File: config.mk
export PLATFORM = sky130hd
export DESIGN_NAME = hazard_stall_unit
export DESIGN_NICKNAME = d
export VERILOG_FILES = /design/src/rtl/hazard_stall_unit_pkg.sv /design/src/rtl/hazard_stall_unit_sat_counter.sv /design/src/rtl/hazard_stall_unit.sv
export SDC_FILE = /design/constraint.sdc
export NUM_CORES = 1
export LEC_CHECK = 0
export ABC_AREA = 1
export BUFFER_PORTS_ARGS = -buffer_cell sky130_fd_sc_hd__buf_4
export CAP_MARGIN = 20
export CORE_ASPECT_RATIO = 0.6
export CORE_UTILIZATION = 51
export DETAILED_ROUTE_END_ITERATION = 16
export HOLD_SLACK_MARGIN = 0.06
export PLACE_DENSITY = 0.8
export SLEW_MARGIN = 0
export SYNTH_ARGS = -nofsm -noshare
export SYNTH_HDL_FRONTEND = slang
export SYNTH_SLANG_ARGS = --single-unit
File: constraint.sdc
create_clock -name clk -period 1.9 [get_ports clk]
set_input_delay 0.285 -clock clk [delete_from_list [all_inputs] [get_ports clk]]
set_output_delay 0.285 -clock clk [all_outputs]
set_load 0.05 [all_outputs]
File: src/rtl/hazard_stall_unit_pkg.sv
// Shared definitions for the ID-stage hazard stall unit.
//   REG_AW       : default register address width
//   ZERO_REG     : the hard-wired zero register, which never creates a hazard
//   stateT       : stall FSM state (RUN = normal issue, HOLD = forced 2nd stall cycle)
//   stallCauseT  : encoded stall cause, ordered by priority
//   stallPriority: resolves simultaneous hazards to a single cause (BL wins)
package hazard_stall_unit_pkg;

  localparam int REG_AW = 5;
  localparam logic [REG_AW-1:0] ZERO_REG = '0;

  typedef enum logic [0:0] {
    RUN  = 1'b0,
    HOLD = 1'b1
  } stateT;

  typedef enum logic [2:0] {
    CAUSE_NONE = 3'd0,
    CAUSE_BM   = 3'd1,
    CAUSE_BA   = 3'd2,
    CAUSE_LU   = 3'd3,
    CAUSE_BL   = 3'd4
  } stallCauseT;

  // BL needs two cycles, so it must win over the one-cycle causes
  // that usually fire alongside it (a branch on a load is also a load-use).
  function automatic stallCauseT stallPriority(input logic lu, input logic ba,
                                               input logic bl, input logic bm);
    stallCauseT c;
    c = CAUSE_NONE;
    if (bl)      c = CAUSE_BL;
    else if (lu) c = CAUSE_LU;
    else if (ba) c = CAUSE_BA;
    else if (bm) c = CAUSE_BM;
    return c;
  endfunction

endpackage

File: src/rtl/hazard_stall_unit_sat_counter.sv
// Saturating up-counter.
//   clk   : rising-edge clock
//   reset : synchronous active-high clear
//   inc   : add one on this edge (ignored once the counter is full)
//   count : current value, sticks at all-ones
module sat_counter #(
  parameter int CNT_W = 16
) (
  input  logic             clk,
  input  logic             reset,
  input  logic             inc,
  output logic [CNT_W-1:0] count
);

  always_ff @(posedge clk) begin
    if (reset) begin
      count <= '0;
    end else if (inc && (count != {CNT_W{1'b1}})) begin
      count <= count + CNT_W'(1);
    end
  end

endmodule

File: src/rtl/hazard_stall_unit.sv
// ID-stage stall/flush unit: handles hazards that EX forwarding cannot cover
// (load-use, and branches whose operands are compared in ID).
//   clk, reset           : clock and synchronous active-high reset
//   IF_ID_RegisterRs/Rt  : sources of the ID instruction; UsesRt_ID qualifies rt
//   Branch_ID, BranchTaken_ID, Jump_ID : control-flow info of the ID instruction
//   ID_EX_*              : load / register-write / destination of the EX instruction
//   EX_MEM_*             : load / destination of the MEM instruction
//   PCWrite, IF_ID_Write : front-end enables, low while stalling
//   ID_EX_Bubble         : zero the ID/EX control word this cycle
//   IF_ID_Flush          : squash the fetched instruction after a taken branch/jump
//   stall_cycles         : saturating count of stalled cycles since reset
module hazard_stall_unit #(
  parameter int REG_AW = hazard_stall_unit_pkg::REG_AW,
  parameter int CNT_W  = 16
) (
  input  logic              clk,
  input  logic              reset,
  input  logic [REG_AW-1:0] IF_ID_RegisterRs,
  input  logic [REG_AW-1:0] IF_ID_RegisterRt,
  input  logic              UsesRt_ID,
  input  logic              Branch_ID,
  input  logic              BranchTaken_ID,
  input  logic              Jump_ID,
  input  logic              ID_EX_MemRead,
  input  logic              ID_EX_RegWrite,
  input  logic [REG_AW-1:0] ID_EX_RegisterRd,
  input  logic              EX_MEM_MemRead,
  input  logic [REG_AW-1:0] EX_MEM_RegisterRd,
  output logic              PCWrite,
  output logic              IF_ID_Write,
  output logic              ID_EX_Bubble,
  output logic              IF_ID_Flush,
  output logic [CNT_W-1:0]  stall_cycles
);

  import hazard_stall_unit_pkg::*;

  stateT      state;
  stateT      stateNext;
  stallCauseT cause;
  logic       matchEx;
  logic       matchMem;
  logic       lu;
  logic       ba;
  logic       bl;
  logic       bm;
  logic       stall;

  function automatic logic regMatch(input logic [REG_AW-1:0] d,
                                    input logic [REG_AW-1:0] rs,
                                    input logic [REG_AW-1:0] rt,
                                    input logic              usesRt);
    return (d != REG_AW'(ZERO_REG)) && ((d == rs) || (usesRt && (d == rt)));
  endfunction

  assign matchEx  = regMatch(ID_EX_RegisterRd,  IF_ID_RegisterRs, IF_ID_RegisterRt, UsesRt_ID);
  assign matchMem = regMatch(EX_MEM_RegisterRd, IF_ID_RegisterRs, IF_ID_RegisterRt, UsesRt_ID);

  assign lu = ID_EX_MemRead & matchEx;
  assign ba = Branch_ID & ID_EX_RegWrite & ~ID_EX_MemRead & matchEx;
  assign bl = Branch_ID & ID_EX_MemRead & matchEx;
  assign bm = Branch_ID & EX_MEM_MemRead & matchMem;

  assign cause = stallPriority(lu, ba, bl, bm);

  // HOLD covers the cycle where the load has moved to MEM and EX holds our
  // bubble; the comparator operands are still not ready, so the stall is forced.
  always_comb begin
    stall     = 1'b0;
    stateNext = state;
    if (!reset) begin
      if (state == HOLD) begin
        stall     = 1'b1;
        stateNext = RUN;
      end else begin
        stall = (cause != CAUSE_NONE);
        if (cause == CAUSE_BL) stateNext = HOLD;
      end
    end
  end

  always_ff @(posedge clk) begin
    if (reset) state <= RUN;
    else       state <= stateNext;
  end

  assign PCWrite      = ~stall;
  assign IF_ID_Write  = ~stall;
  assign ID_EX_Bubble = stall;
  // A stalled branch has unresolved operands, so its outcome cannot flush yet.
  assign IF_ID_Flush  = ~reset & ~stall & (Jump_ID | (Branch_ID & BranchTaken_ID));

  sat_counter #(
    .CNT_W(CNT_W)
  ) uStallCnt (
    .clk  (clk),
    .reset(reset),
    .inc  (stall),
    .count(stall_cycles)
  );

endmodule

==> metrics <==
Sequential Area=344.1 um^2; worst reg2reg path depth=10; overall die area=3223 um^2; FP Rows=14; postcts setup bufs=0; DP Wirelength=3.227 mm; Total Wirelength=4.011 mm; Comb power frac=0.235; fin util=0.7547; antenna cells=0; CP max FO=4; core area=2663 um^2; Slew Viols, Final=0; FMAX=555.8 MHz; via count=1697; largest net degree at the start of global routing=17; Net Sw Power=0.2440 mW; multi-input logic area=1011 um^2; cell taking the most area after synthesis=dfxtp_1; vias in the first global route=1478; CTS hold repair buffers=0; global-route usage over all layers=0.2788; initial antenna violation count=0; clk_skew=2.262 ps; maximum vdd drop=373.8 uV; I/O Pins=49; Pleak=1.018 nW; Root Buffer=clkbuf_8; Area Growth Syn to Fin=31.64%; number of synthesized register bits=17; H-tree depth=1; placed cells=335; cells after synthesis=246; die width=72.63 um; period utilisation layout=0.9470; first-pass GRT wire length=6.782 mm; Main synth FF type=dfxtp_1; Die Y=44.38 um; Crit. End Element=primary output; CTS tree=yes; worst hold path stage count=3; DRT antenna net count=0; fillcell total=256; worst hold slack=319.2 ps; FF-to-FF setup slack=150 ps; DRT iter0 DRCs=112; drt pass-1 iters=4; fin nets=330; final std cells w/o fill=339; reg-to-reg endpoint=uStallCnt.count[0]$_SDFFE_PP0P_; post-synthesis cell type count=26; Placed Instance Area=1961 um^2; Crit Path Class=primary input to primary output; share of cells above drive strength 1=0.3043; r2r startpoint=uStallCnt.count[1]$_SDFFE_PP0P_; top-count cell post-synth=nand2_1; GR Overflow Total=0; P per Cell Area=414.0 nW/um^2; RSZ-0062 raised after global routing=no; Data required, critical path=1620 ps; worst skew pair latency=250 ps; maximum capacitance violations=0; syn_nets=276; starting density of the core=0.5733; Bufs on Longest Clock Path=2; Worst-path clk slew=70 ps; Hold Path Class=primary input to flop; Post-synth EDFFs=0; Synth area leaders=dfxtp_1, nand2_1, inv_1; detail-routed net length per standard cell=11.83 um; outcome=finished, final reports clean; CP Launch Type=primary input; number of port buffers=48; post-synthesis sequential area ratio=0.2230; clock sink count=17; TNS Setup=0 ps; drt drc=0; Int Pwr=0.5879 mW; Final Cell Area=2009 um^2; top cell type's share of synthesized area=0.2230; actual slew at the worst max-slew pin=302.9 ps; endpoints failing setup=0; top cells by count, synth=nand2_1, inv_1, nor2_1; ys async rst share=0; minimum clock period=1799 ps; syn_area_per_cell=6.205 um^2; Hold Path End=state$_SDFF_PP0_; Synth Warn #=0; Clock power frac=0.333; CP arrival=1510 ps; worst min-delay path startpoint=ID_EX_MemRead; Final Hold Viols=0; netlist area before placement=1526 um^2; Seq pwr share=0.432; Max-slew headroom=0.7973; routability cong.=0.8922; CTS Buf Count=3; number of vias per cell=5.006; Net Sw Frac=0.2933
[power groups by stage]
| stage | registers [mW] | logic, mW | clock network, mW |
|---|---|---|---|
| 6_report | 0.359 | 0.196 | 0.277 |
| 4_1_cts | 0.359 | 0.193 | 0.280 |
| 3_3_place_gp | 0.367 | 0.190 | 0 |
| 2_1_floorplan | 0.371 | 0.103 | 0 |
| 3_5_place_dp | 0.367 | 0.192 | 0 |
| 5_1_grt | 0.359 | 0.218 | 0.303 |
[worst max-delay path, stage by stage]
cell	delay [ps]
buf_4	90
inv_1	60
nand2_1	50
nand2_1	50
nor2_1	170
nand3_1	90
nand2_1	110
nand3_1	100
nand3_2	110
nand2_1	100
inv_1	100
buf_4	200
[layout by cell type (no fill, tap or decap), types with 2 or more instances in the layout]
cell       n
nand2_1   72
buf_4     57
inv_1     33
nor2_1    21
nand4_1   18
nand3_1   17
dfxtp_1   14
a21oi_2    9
nand2_2    9
xor2_1     9
a21oi_1    7
nor3_1     6
xnor2_1    5
clkbuf_8   3
dfxtp_2    3
o21ai_0    2
inv_2      2
nor3_4     2
nand2_4    2
[metrics by stage]
stage | total power [mW] | setup WS, ps
2_1_floorplan | 0.4736 | -71.94
3_3_place_gp | 0.5578 | 31.56
3_5_place_dp | 0.5596 | 57.27
4_1_cts | 0.8326 | 118.4
5_1_grt | 0.8806 | 1.904
6_report | 0.8319 | 100.6
[flip-flops by register name (all words and copies together), names as in the netlist]
| signal | count |
|---|---|
| uStallCnt.count | 16 |
| state | 1 |
[timing repair]
action / CTS / global route
hold endpoints to repair: 0 / 0
gates resized for setup: 0 / 1
endpoints found under the setup margin: 0 / 1
[routing by layer]
layer  vias to the layer above  global-route usage  part of all wire
met2                        57              0.3963              0.39
met1                       747              0.4389              0.52
li1                        891                   -                 -
met3                         2             0.05467             0.085
met5                         -                   0                 0
met4                         0             0.03529            0.0030
[logic make-up after synthesis]
family	count (synthesis)	share of synthesized area
xor gates and xnor gates	14	0.08033
buffers and inverters	43	0.1205
and+or+nand+nor	152	0.4844
AOI/OAI and AO/OA	19	0.08361
DFF	17	0.2230
adders and majority gates	1	0.008195
[cell type report]
type | instances | share of cell area
Clock buffer | 4 | 0.02242
Inverter | 35 | 0.06538
Timing Repair Buffer | 57 | 0.2130
Multi-Input combinational cell | 186 | 0.5031
Tap cell | 40 | 0.02491
Sequential cell | 17 | 0.1712
[worst max path at each step]
stage,startpoint,end,slack [ps],depth (start not counted)
final,ID_EX_RegisterRd[0],ID_EX_Bubble,100,12
after global routing,IF_ID_RegisterRs[0],ID_EX_Bubble,2,12
after CTS,EX_MEM_RegisterRd[1],ID_EX_Bubble,120,11
after detailed placement,EX_MEM_RegisterRd[1],uStallCnt.count[0]$_SDFFE_PP0P_,60,12
after global placement,EX_MEM_RegisterRd[1],uStallCnt.count[0]$_SDFFE_PP0P_,30,12
after floorplan,EX_MEM_RegisterRd[2],IF_ID_Flush,-70,8
Note: power is estimated with default switching activity, not from simulation.
